<file path="src/rtl/mem_stage_pkg.sv">
// Shared definitions for the MEM pipeline stage: bus widths, stall encoding,
// load-width encodings and EX->MEM bus field positions.
package mem_stage_pkg;

    localparam int EX_TO_MEM_WD = 80;
    localparam int MEM_TO_WB_WD = 70;
    localparam int STALL_WD     = 6;

    localparam logic STOP   = 1'b1;
    localparam logic NOSTOP = 1'b0;

    localparam int STALL_MEM = 3;
    localparam int STALL_WB  = 4;

    typedef enum logic [3:0] {
        RDEN_LW  = 4'b0000,
        RDEN_LB  = 4'b0001,
        RDEN_LBU = 4'b0010,
        RDEN_LH  = 4'b0011,
        RDEN_LHU = 4'b0100
    } readen_e;

    localparam int EM_READEN_LSB  = 76;
    localparam int EM_PC_LSB      = 44;
    localparam int EM_RAM_EN      = 43;
    localparam int EM_RAM_WEN_LSB = 39;
    localparam int EM_SEL_RF_RES  = 38;
    localparam int EM_RF_WE       = 37;
    localparam int EM_RF_WADDR_LSB = 32;

endpackage

</file>
<file path="src/rtl/mem_stage_load_align.sv">
// Combinational load formatter: picks the byte/halfword addressed by the low
// address bits out of a 32-bit read word and sign- or zero-extends it.
module mem_load_align
    import mem_stage_pkg::*;
(
    input  logic [31:0] i_rd,
    input  logic [1:0]  i_a,
    input  logic [3:0]  i_readen,
    output logic [31:0] o_aligned
);

    logic [4:0]  w_sh;
    logic [7:0]  w_byte;
    logic [15:0] w_half;

    assign w_sh   = {i_a, 3'b000};
    assign w_byte = i_rd[w_sh +: 8];
    // Halfword select uses only a[1]; a misaligned a[0] is deliberately ignored.
    assign w_half = i_a[1] ? i_rd[31:16] : i_rd[15:0];

    always_comb begin
        o_aligned = i_rd;
        case (i_readen)
            RDEN_LB:  o_aligned = {{24{w_byte[7]}}, w_byte};
            RDEN_LBU: o_aligned = {24'h000000, w_byte};
            RDEN_LH:  o_aligned = {{16{w_half[15]}}, w_half};
            RDEN_LHU: o_aligned = {16'h0000, w_half};
            default:  o_aligned = i_rd;
        endcase
    end

endmodule

</file>
<file path="src/rtl/mem_stage.sv">
// MEM pipeline stage: registers the EX->MEM bus, formats load data from the
// data SRAM and drives the MEM->WB and MEM->ID forwarding buses.
module mem_stage
    import mem_stage_pkg::*;
(
    input  logic                    clk,
    input  logic                    resetn,
    input  logic [STALL_WD-1:0]     stall,
    input  logic [EX_TO_MEM_WD-1:0] ex_to_mem_bus,
    input  logic [31:0]             data_sram_rdata,
    output logic [MEM_TO_WB_WD-1:0] mem_to_wb_bus,
    output logic [37:0]             mem_to_id,
    output logic                    mem_is_load
);

    logic [EX_TO_MEM_WD-1:0] r_bus;
    logic                    r_fresh;
    logic [31:0]             r_rdata_hold;

    logic [3:0]  w_readen;
    logic [31:0] w_pc;
    logic        w_ram_en;
    logic [3:0]  w_ram_wen;
    logic        w_sel_rf_res;
    logic        w_rf_we;
    logic [4:0]  w_rf_waddr;
    logic [31:0] w_ex_result;
    logic [31:0] w_rd;
    logic [31:0] w_aligned;
    logic [31:0] w_rf_wdata;
    logic        w_is_load;
    logic        w_unused;

    always_ff @(posedge clk or negedge resetn) begin
        if (!resetn) begin
            r_bus        <= '0;
            r_fresh      <= 1'b0;
            r_rdata_hold <= 32'h0;
        end else begin
            if (stall[STALL_MEM] == STOP && stall[STALL_WB] == NOSTOP) begin
                r_bus   <= '0;
                r_fresh <= 1'b0;
            end else if (stall[STALL_MEM] == NOSTOP) begin
                r_bus   <= ex_to_mem_bus;
                r_fresh <= 1'b1;
            end else begin
                r_fresh <= 1'b0;
            end
            // SRAM data is only valid in the first MEM cycle; keep it for stalls.
            if (r_fresh) begin
                r_rdata_hold <= data_sram_rdata;
            end
        end
    end

    assign w_readen     = r_bus[EM_READEN_LSB +: 4];
    assign w_pc         = r_bus[EM_PC_LSB +: 32];
    assign w_ram_en     = r_bus[EM_RAM_EN];
    assign w_ram_wen    = r_bus[EM_RAM_WEN_LSB +: 4];
    assign w_sel_rf_res = r_bus[EM_SEL_RF_RES];
    assign w_rf_we      = r_bus[EM_RF_WE];
    assign w_rf_waddr   = r_bus[EM_RF_WADDR_LSB +: 5];
    assign w_ex_result  = r_bus[31:0];

    assign w_rd      = r_fresh ? data_sram_rdata : r_rdata_hold;
    assign w_is_load = w_ram_en & (w_ram_wen == 4'b0000) & w_sel_rf_res;

    mem_load_align u_align (
        .i_rd      (w_rd),
        .i_a       (w_ex_result[1:0]),
        .i_readen  (w_readen),
        .o_aligned (w_aligned)
    );

    assign w_rf_wdata    = w_is_load ? w_aligned : w_ex_result;
    assign mem_to_wb_bus = {w_pc, w_rf_we, w_rf_waddr, w_rf_wdata};
    assign mem_to_id     = {w_rf_we, w_rf_waddr, w_rf_wdata};
    assign mem_is_load   = w_is_load;

    assign w_unused = &{1'b0, stall[5], stall[2:0]};

endmodule
</file>
<file path="config.mk">
export PLATFORM = sky130hd
export DESIGN_NAME = mem_stage
export DESIGN_NICKNAME = d
export VERILOG_FILES = /design/src/rtl/mem_stage_pkg.sv /design/src/rtl/mem_stage_load_align.sv /design/src/rtl/mem_stage.sv
export SDC_FILE = /design/constraint.sdc
export NUM_CORES = 1
export LEC_CHECK = 0
export ABC_AREA = 1
export BUFFER_PORTS_ARGS = -buffer_cell sky130_fd_sc_hd__buf_2
export CAP_MARGIN = 20
export CORE_MARGIN = 2
export CORE_UTILIZATION = 52
export CTS_BUF_LIST = sky130_fd_sc_hd__clkbuf_4 sky130_fd_sc_hd__clkbuf_8
export DETAILED_ROUTE_END_ITERATION = 6
export PLACE_DENSITY = 0.83
export RECOVER_POWER = 25
export SLEW_MARGIN = 0
export SYNTH_ARGS = -nofsm -noshare
export SYNTH_HDL_FRONTEND = slang
export SYNTH_HIERARCHICAL = 1
export SYNTH_SLANG_ARGS = --single-unit
</file>
<file path="constraint.sdc">
create_clock -name clk -period 3 [get_ports clk]
set_clock_uncertainty 0.15 [all_clocks]
set_input_delay 0.45 -clock clk [delete_from_list [all_inputs] [get_ports clk]]
set_output_delay 0.45 -clock clk [all_outputs]
set_load 0.01 [all_outputs]
</file>
==> impl_metrics.ini <==
[placed_design]
hpwlAfterDp_microns = 11750
place_congestion = 0.9562
port_buffers = 224
pre_cts_ws_ps = 288.7

[critical_path]
cp-start-kind = flop
critPathMaxFanout = 8
worstPathArrival_ps = 2430
crit_type = reg -> out
critPathCaptureType = output port
crit_required_ps = 2400

[sta]
hold_violations = 0
tightestPinTransition_ps = 813.3
clock.fmax_ghz = 0.3304
relSlewSlack_pct = 45.78
rsz0062_at_grt = true
setup_violations = 6
final.period_utilization_pct = 100.9
fin_crit_ps = 3027
slew_violations = 0
setup_ws_ps = -26.97

[grt]
grt_max_degree = 81
grt_overflow_total = 0
grt_first_pass_wirelength_microns = 26700
antenna_found_initial = 2
grt_pass1_vias = 5493
track_usage_pct = 26.22

[synth]
ys_seq_area_share_pct = 44.60
ys_warn_count = 6
synth_fp_nets = 921
netlist_instances = 801
synth_seq_cells = 113
avgSynthCellArea_sq_um = 7.915
synth_area_sq_um = 6340
yosysUniqueCellTypes = 19

[cells_and_area]
finalCoreUtilization_pct = 65.29
drive_gt1_share_pct = 37.60
nets = 1068
areaGrowthSynthToFinish_pct = 23.19
fillers = 990

[floorplan]
die_w_microns = 114.4
core_area_sq_um = 11960
die_h_microns = 114.4
initial_core_util_pct = 53.00
dieArea_sq_um = 13090
num_rows = 40
io_pins = 229

[detailed_routing]
wl_microns = 18050
drtIter0Drc = 536
wl_per_cell_microns = 16.29
drt-pass1-iter-count = 6
vias_per_cell = 5.345
drc = 0
drtAntennaViolNets = 0
via_count = 5922

[pwr]
total_leakage_power_uw = 0.004526
power.density_nw_per_um2 = 543.3
irDropWorstVdd_mv = 0.3144

[worst_hold_path]
min_path_type = in -> reg

[run_status]
status = complete, but fails checks
violations = negative setup slack

[cts]
cts_tree = done
cts_max_level = 4
cts.sinks = 113
cts-root-buf = clkbuf_8
clkTransAtPathRegs_ps = 70
clock_latency_ps = 430
cts_made_buffers = 17
cts.path.max_buffers = 2

[job]
cap_violations = 0
[metrics by stage]
step | total power [uW] | instances | area [sq um] | setup TNS, ps | hold WS [ps]
after global routing | 4461 | 1107 | 7807 | -2793 | 48.31
after floorplan | 2317 | 801 | 6340 | 0 | 4.409
after global placement | 2531 | 1063 | 6938 | 0 | 321.4
after detailed placement | 2547 | 1063 | 6938 | 0 | 316.5
final | 4243 | 1108 | 7810 | -81.49 | 61.33
after CTS | 4151 | 1097 | 7422 | 0 | 40.30
[what timing repair did]
item,CTS,global route
setup buffers,1,7
pin swaps,0,22
gates cloned,1,3
resized for setup,9,95
setup endpoints to repair,60,56
endpoints found under the hold margin,35,0
hold buffers,1,0
[routing by layer]
metal	share of wire [%]	global-route usage, %	up-vias
met5	0.072	0	-
met4	3.4	10.98	2
met3	9.2	7.994	60
met2	48	41.81	317
met1	39	33.28	2745
li1	-	-	2798
[final timing paths]
kind / start / end / slack (ps) / cells past startpoint
worst max-delay path: r_fresh / mem_to_id[28] / -30 / 13
worst min-delay path: ex_to_mem_bus[44] / r_bus[44] / 60 / 3
worst min register to register: r_bus[8] / r_bus[8] / 340 / 2
worst max register to register: r_fresh / r_rdata_hold[22] / 1570 / 3
max in group asynchronous: resetn / r_bus[7] / 1630 / 3
min in group asynchronous: resetn / r_bus[23] / 400 / 2
[cell type report]
| class | instances | area, sq um | area share, % |
|---|---|---|---|
| Clock inverter | 11 | 160.2 | 2.051 |
| Inverter | 20 | 77.57 | 0.9933 |
| Antenna cell | 1 | 2.502 | 0.03204 |
| Timing Repair inverter | 1 | 7.507 | 0.09612 |
| Sequential cell | 113 | 2829 | 36.22 |
| Clock buffer | 20 | 275.3 | 3.525 |
| Multi-Input combinational cell | 542 | 2785 | 35.66 |
| Tap cell | 147 | 183.9 | 2.355 |
| Timing Repair Buffer | 253 | 1489 | 19.06 |
[cells by family (layout without fill, tap and decap cells)]
| logic type | count (synthesis) | count (layout) | synth area share [%] |
|---|---|---|---|
| muxes | 32 | 32 | 5.684 |
| and+or+nand+nor | 510 | 510 | 34.93 |
| DFF | 113 | 113 | 44.60 |
| buffers and inverters | 146 | 305 | 14.78 |
| other | 0 | 1 | 0 |
[cell usage in the layout, fill, tap and decap left out, types with 3 or more instances in the layout]
master	count
mux2_1	6
mux2_4	20
mux2_2	6
nand3_4	3
clkinvlp_4	3
buf_2	215
nand3_1	100
buf_6	14
nand4_1	32
bufinv_16	4
or2_2	5
inv_1	15
clkbuf_8	20
nand2_1	328
inv_2	4
dfrtp_1	112
clkinv_2	5
nand2_4	4
nand2_2	14
buf_4	18
nand3_2	13
buf_12	3
nor2_1	5
[state kept, by name, summed over array words and instances (netlist names)]
register and count:
r_fresh 1, r_rdata_hold 32, r_bus 80
[where the power goes]
part,switching [uW],internal (uW)
clock network,632,959
registers,66.2,1640
logic,564,377
[Yosys cell counts (all sizes together)]
master | count | area [sq um]
nor2 | 9 | 53.80
mux2 | 32 | 360.3
dfrtp | 113 | 2828
inv | 20 | 75.07
or2 | 7 | 43.79
nand4 | 32 | 200.2
clkbuf | 2 | 7.510
nand3 | 116 | 610.6
buf | 124 | 854.6
nand2 | 346 | 1306
[critical path: stages, from the launching register on]
cell and delay [ps]:
dfrtp_2 460, buf_6 150, mux2_4 210, inv_2 40, nand2_2 70, nand2_2 70
nand2_4 70, nand3_4 100, nand2_4 110, clkinvlp_4 190, nand2_1 120, nand4_1 130
nand2_2 120, buf_2 140
(Power assumes the default switching activity.)
